--- src/rtl/subtractor8bit_serial_if.sv ---
// Operand/result bundle for the bit-serial 8-bit subtractor.
// Latency: n/a (wires only); the master drives start/a/b, the slave returns results.
// Backpressure: none; busy tells the master when start will be ignored.
interface subtractor8bit_serial_if;
    logic       start;
    logic [7:0] a;
    logic [7:0] b;
    logic [7:0] diff;
    logic       borrow;
    logic       overflow;
    logic       busy;
    logic       done;

    modport master (
        output start, a, b,
        input  diff, borrow, overflow, busy, done
    );

    modport slave (
        input  start, a, b,
        output diff, borrow, overflow, busy, done
    );
endinterface

--- src/rtl/subtractor8bit_serial.sv ---
// Bit-serial 8-bit subtractor diff = a - b, one bit per clock, LSB first, with a single full-subtractor cell.
// Latency: done pulses 8 cycles after the accepting edge, one op per 10 cycles.
// Backpressure: start is only accepted in IDLE (busy low); there is no queueing.
// Ports: clk, reset (async, active-high); bus.start/a/b in; bus.diff/borrow/overflow/busy/done out, all flop-driven.
module subtractor8bit_serial (
    input  logic                     clk,
    input  logic                     reset,
    subtractor8bit_serial_if.slave   bus
);

    typedef enum logic [1:0] {
        IDLE  = 2'd0,
        SHIFT = 2'd1,
        DONE  = 2'd2
    } state_t;

    state_t     state_q;
    logic [7:0] a_sh_q;
    logic [7:0] b_sh_q;
    logic [7:0] res_q;
    logic [2:0] cnt_q;
    logic       bin_q;
    logic [7:0] diff_q;
    logic       borrow_q;
    logic       overflow_q;
    logic       busy_q;
    logic       done_q;

    // Full-subtractor cell acting on the current operand LSBs.
    logic       a_bit;
    logic       b_bit;
    logic       d_bit;
    logic       bout;
    logic [7:0] res_d;

    always_comb begin
        a_bit = a_sh_q[0];
        b_bit = b_sh_q[0];
        d_bit = a_bit ^ b_bit ^ bin_q;
        bout  = (~a_bit & b_bit) | (~(a_bit ^ b_bit) & bin_q);
        // Result fills from the MSB side so bit 0 lands at res[0] after 8 shifts.
        res_d = {d_bit, res_q[7:1]};
    end

    always_ff @(posedge clk or posedge reset) begin
        if (reset) begin
            state_q    <= IDLE;
            a_sh_q     <= 8'h00;
            b_sh_q     <= 8'h00;
            res_q      <= 8'h00;
            cnt_q      <= 3'd0;
            bin_q      <= 1'b0;
            diff_q     <= 8'h00;
            borrow_q   <= 1'b0;
            overflow_q <= 1'b0;
            busy_q     <= 1'b0;
            done_q     <= 1'b0;
        end else begin
            case (state_q)
                IDLE: begin
                    done_q <= 1'b0;
                    if (bus.start) begin
                        a_sh_q  <= bus.a;
                        b_sh_q  <= bus.b;
                        cnt_q   <= 3'd0;
                        bin_q   <= 1'b0;
                        busy_q  <= 1'b1;
                        state_q <= SHIFT;
                    end
                end
                SHIFT: begin
                    a_sh_q <= {1'b0, a_sh_q[7:1]};
                    b_sh_q <= {1'b0, b_sh_q[7:1]};
                    res_q  <= res_d;
                    bin_q  <= bout;
                    cnt_q  <= cnt_q + 3'd1;
                    if (cnt_q == 3'd7) begin
                        // bin_q here is the borrow into the MSB; overflow is
                        // the carry-in/carry-out disagreement at the sign bit.
                        diff_q     <= res_d;
                        borrow_q   <= bout;
                        overflow_q <= bout ^ bin_q;
                        done_q     <= 1'b1;
                        state_q    <= DONE;
                    end
                end
                DONE: begin
                    done_q  <= 1'b0;
                    busy_q  <= 1'b0;
                    state_q <= IDLE;
                end
                default: begin
                    done_q  <= 1'b0;
                    busy_q  <= 1'b0;
                    state_q <= IDLE;
                end
            endcase
        end
    end

    assign bus.diff     = diff_q;
    assign bus.borrow   = borrow_q;
    assign bus.overflow = overflow_q;
    assign bus.busy     = busy_q;
    assign bus.done     = done_q;

endmodule

--- src/flat_wrapper.sv ---
// flat-port wrapper written by rule: the top's interface ports become plain ports
module subtractor8bit_serial_flat 
  (clk, reset, bus_start, bus_a, bus_b, bus_diff, bus_borrow, bus_overflow, bus_busy, bus_done);
  subtractor8bit_serial_if bus_i ();
  input  logic clk;
  input  logic reset;
  input wire logic [$bits(bus_i.start)-1:0] bus_start;
  input wire logic [$bits(bus_i.a)-1:0] bus_a;
  input wire logic [$bits(bus_i.b)-1:0] bus_b;
  output wire logic [$bits(bus_i.diff)-1:0] bus_diff;
  output wire logic [$bits(bus_i.borrow)-1:0] bus_borrow;
  output wire logic [$bits(bus_i.overflow)-1:0] bus_overflow;
  output wire logic [$bits(bus_i.busy)-1:0] bus_busy;
  output wire logic [$bits(bus_i.done)-1:0] bus_done;
  assign bus_i.start = bus_start;
  assign bus_i.a = bus_a;
  assign bus_i.b = bus_b;
  assign bus_diff = bus_i.diff;
  assign bus_borrow = bus_i.borrow;
  assign bus_overflow = bus_i.overflow;
  assign bus_busy = bus_i.busy;
  assign bus_done = bus_i.done;
  subtractor8bit_serial u_core (.clk(clk), .reset(reset), .bus(bus_i));
endmodule
--- config.mk ---
export PLATFORM = sky130hd
export DESIGN_NAME = subtractor8bit_serial_flat
export DESIGN_NICKNAME = d
export VERILOG_FILES = /design/src/rtl/subtractor8bit_serial_if.sv /design/src/rtl/subtractor8bit_serial.sv /design/src/flat_wrapper.sv
export SDC_FILE = /design/constraint.sdc
export NUM_CORES = 1
export LEC_CHECK = 0
export CAP_MARGIN = 25
export CORE_MARGIN = 3
export CORE_UTILIZATION = 48
export CTS_CLUSTER_SIZE = 16
export DETAILED_ROUTE_END_ITERATION = 10
export PLACE_DENSITY = 0.75
export SYNTH_ARGS = -nofsm -noshare
export SYNTH_HDL_FRONTEND = slang
export SYNTH_SLANG_ARGS = --single-unit
--- constraint.sdc ---
create_clock -name clk -period 1.35 [get_ports clk]
set_input_delay 0.2025 -clock clk [delete_from_list [all_inputs] [get_ports clk]]
set_output_delay 0.2025 -clock clk [all_outputs]
set_load 0.02 [all_outputs]
==> metrics.md, run 1 <==
| Metric | Value |
|---|---|
| Total CTS buffers | 5 |
| Arrival time at the worst endpoint | 1.53 ns |
| Pre-CTS setup slack | -0.251 ns |
| Kind of critical path | flop to flop |
| I/O pin total | 31 |
| Top post-synthesis cells by area | dfrtp_1, nor4b_1, mux2_4 |
| Worst-path fanout max | 2 |
| Library cells used by synthesis | 28 |
| Routed WL | 3.88 mm |
| Async set-reset flop share out of synthesis | 100% |
| Post-DR wirelength/cell | 15.7 µm |
| Crit path required time | 1.54 ns |
| Die area | 0.00488 mm² |
| Tcrit/Tclk final | 99.7% |
| Post-Synth Simple-Gate Area | 14.6% |
| Skew-Pair Late Insertion Delay | 0.30 ns |
| Via count | 1315 |
| Worst Setup End Kind | flop |
| Maximum vdd ir drop | 0.00137 V |
| GR Overflow Total | 0 |
| Syn Nets | 174 |
| Maxcap violations | 0 |
| Final Critical Period | 1.35 ns |
| CP startpoint kind | flop |
| Routed Antenna Nets | 0 |
| Pwr dens | 2240 mW/mm² |
| Die width | 69.9 µm |
| Vias in the first global route | 1412 |
| Synth Area in Compound Gates | 9.46% |
| Fin. Hold Viols | 0 |
| Gpl congestion | 0.739 |
| Largest net degree at the start of global routing | 27 |
| Synth warn | 0 |
| CTS Root Cell | clkbuf_8 |
| Post-synth EDFFs | 0 |
| Hold_buf cts | 0 |
| CTS tree | built |
| Cell Area, Placed | 0.00237 mm² |
| Fraction of layout cells with a size suffix above 1 | 29.0% |
| Sequential area share after synthesis | 52.4% |
| CTS Sinks | 41 |
| Synth Cell Area | 0.00196 mm² |
| Avg Vias per Cell | 5.30 |
| Avg Cell Area, Syn | 12.9 µm² |
| Yosys top cell by area | dfrtp_1 |
| Fin nets | 221 |
| Die Height | 69.9 µm |
| Most common cell in the netlist | dfrtp_1 |
| Peak Freq | 0.743 GHz |
| Endpoints failing setup | 0 |
| CTS Buffer Depth | 2 |
| Drt drc | 0 |
| Status | complete, no violations |
| GRT Util Overall | 17.3% |
| Synth Flop Type | dfrtp_1 |
| Area growth syn-to-layout | 29.9% |
| Initial DRT Pass Iterations | 4 |
| HP Class | primary input to async pin |
| Post-synthesis adder-cell area fraction | 2.30% |
| Setup_tns | 0 ns |
| Mux cell area share after synthesis | 11.8% |
| Starting density of the core | 51.5% |
| Port Buffer Count | 30 |
| Post-synth top area share | 52.4% |
| Clock-pin slew on the worst setup and hold paths | 0.08 ns |
| Largest family of logic cells by synthesized area | simple AND/OR/NAND/NOR gates |
| Fin area | 0.00254 mm² |
| Post-Synth XOR/XNOR Area | 0.447% |
| Htree depth | 2 |
| Slew headroom | 76.8% |
| Diode count | 0 |
| DP Wirelength | 2.68 mm |
| LEAKAGE | 1.19 nW |
| Post-synth top cells | dfrtp_1, inv_1, nor4b_1, a211oi_1, nor3b_1 |
| Setup Skew | 0.00548 ns |
| Initial antenna violation count | 0 |
| Core region area | 0.00380 mm² |
| Worst slew pin tran | 0.344 ns |
| Seq cells post-synth | 41 |
| RSZ-0062 raised after global routing | yes |
| First-pass GRT wire length | 6.71 mm |
| Setup ws final | 0.00369 ns |
| Synthesized netlist cell count | 152 |
| Row count | 22 |
| Fin. max-slew vios | 0 |
| Number of DRC markers in iteration 0 | 54 |
==> layout make-up <==
| type | count | area (µm²) |
|---|---|---|
| inverter | 20 | 75.1 |
| clock buffer | 7 | 96.3 |
| clock inverter | 1 | 5.00 |
| multi-input combinational | 79 | 816 |
| sequential | 41 | 1030 |
| timing repair buffer | 52 | 463 |
| fill | 290 | 1250 |
| tap | 48 | 60.1 |
==> cells in the final DEF, fill, tap and decap left out, types with 2 or more instances in the layout <==
master	instances
a211oi_1	13
a21oi_1	2
a22o_1	3
buf_4	21
clkbuf_8	7
clkdlybuf4s50_1	18
dfrtp_1	39
dfrtp_2	2
dlygate4sd2_1	12
inv_1	20
mux2_2	7
mux2_4	9
mux2i_1	2
nand3b_4	2
nor3b_1	13
nor4b_1	11
nor4b_2	3
==> metrics by stage <==
stage	utilization, %	power [mW]	hold slack, ns	cells
after global placement	62.5	4.67	0.463	234
after detailed placement	62.5	4.81	0.467	234
final	67.0	5.69	0.225	248
after floorplan	-	3.96	0.407	152
after global routing	67.0	6.11	0.267	248
after CTS	65.8	5.67	0.228	245
==> flip-flops by register name, summed over array words and instances, names as in the netlist <==
name	cells
u_core.bin_q	1
u_core.res_q	7
u_core.b_sh_q	8
u_core.bus.borrow	1
u_core.bus.overflow	1
u_core.bus.busy	1
u_core.a_sh_q	8
u_core.bus.done	1
u_core.state_q	2
u_core.cnt_q	3
u_core.bus.diff	8
==> metal layers <==
layer	routed length [µm]	up-vias	global-route usage, %
met3	112	6	3.60
li1	-	634	-
met5	0	-	0
met2	1960	17	28.5
met4	65	0	7.66
met1	1740	658	21.9
==> critical path, cell delays in order, from the launching register on <==
cell and delay (ns):
dfrtp_1 0.42, fa_2 0.40, xor2_1 0.16, mux2_4 0.26
==> cells by family after synthesis <==
group / count (synthesis)
simple gates: 33
buf+inv: 33
xor+xnor: 1
flops: 41
fa+ha+maj: 3
compound gates: 23
mux: 18
==> worst paths after layout <==
path	startpoint	endpoint	slack [ns]	depth (start not counted)
setup / recovery	u_core.b_sh_q[0]	u_core.bus.overflow	0.004	3
hold / removal	reset	u_core.b_sh_q[2]	0.23	3
setup reg to reg	u_core.b_sh_q[0]	u_core.bus.overflow	0.004	3
hold reg to reg	u_core.bus.done	u_core.bus.done	0.47	1
max in group asynchronous	reset	u_core.state_q[0]	0.81	3
min in group clk	u_core.bus.done	u_core.bus.done	0.47	1
==> timing repair <==
| action | in CTS | in global routing |
|---|---|---|
| gates cloned | 1 | 0 |
| setup endpoints to repair | 22 | 14 |
| resized for setup | 15 | 4 |
| pin swaps | 2 | 4 |
| buffers inserted | 2 | 3 |
==> power by group <==
group          leakage (nW)  switching (mW)  internal (mW)
registers             0.490           0.374           1.83
clock network        0.0542           0.422          0.462
logic                 0.650            1.18           1.43
total                  1.19            1.98           3.72
(Power assumes the default switching activity.)
==> inputs of run 2 (changes only) <==
Settings changed: SLEW_MARGIN from default to 20.
==> results of run 2 <==
No change in the layout: final DEF, timing and power equal those of run 1.
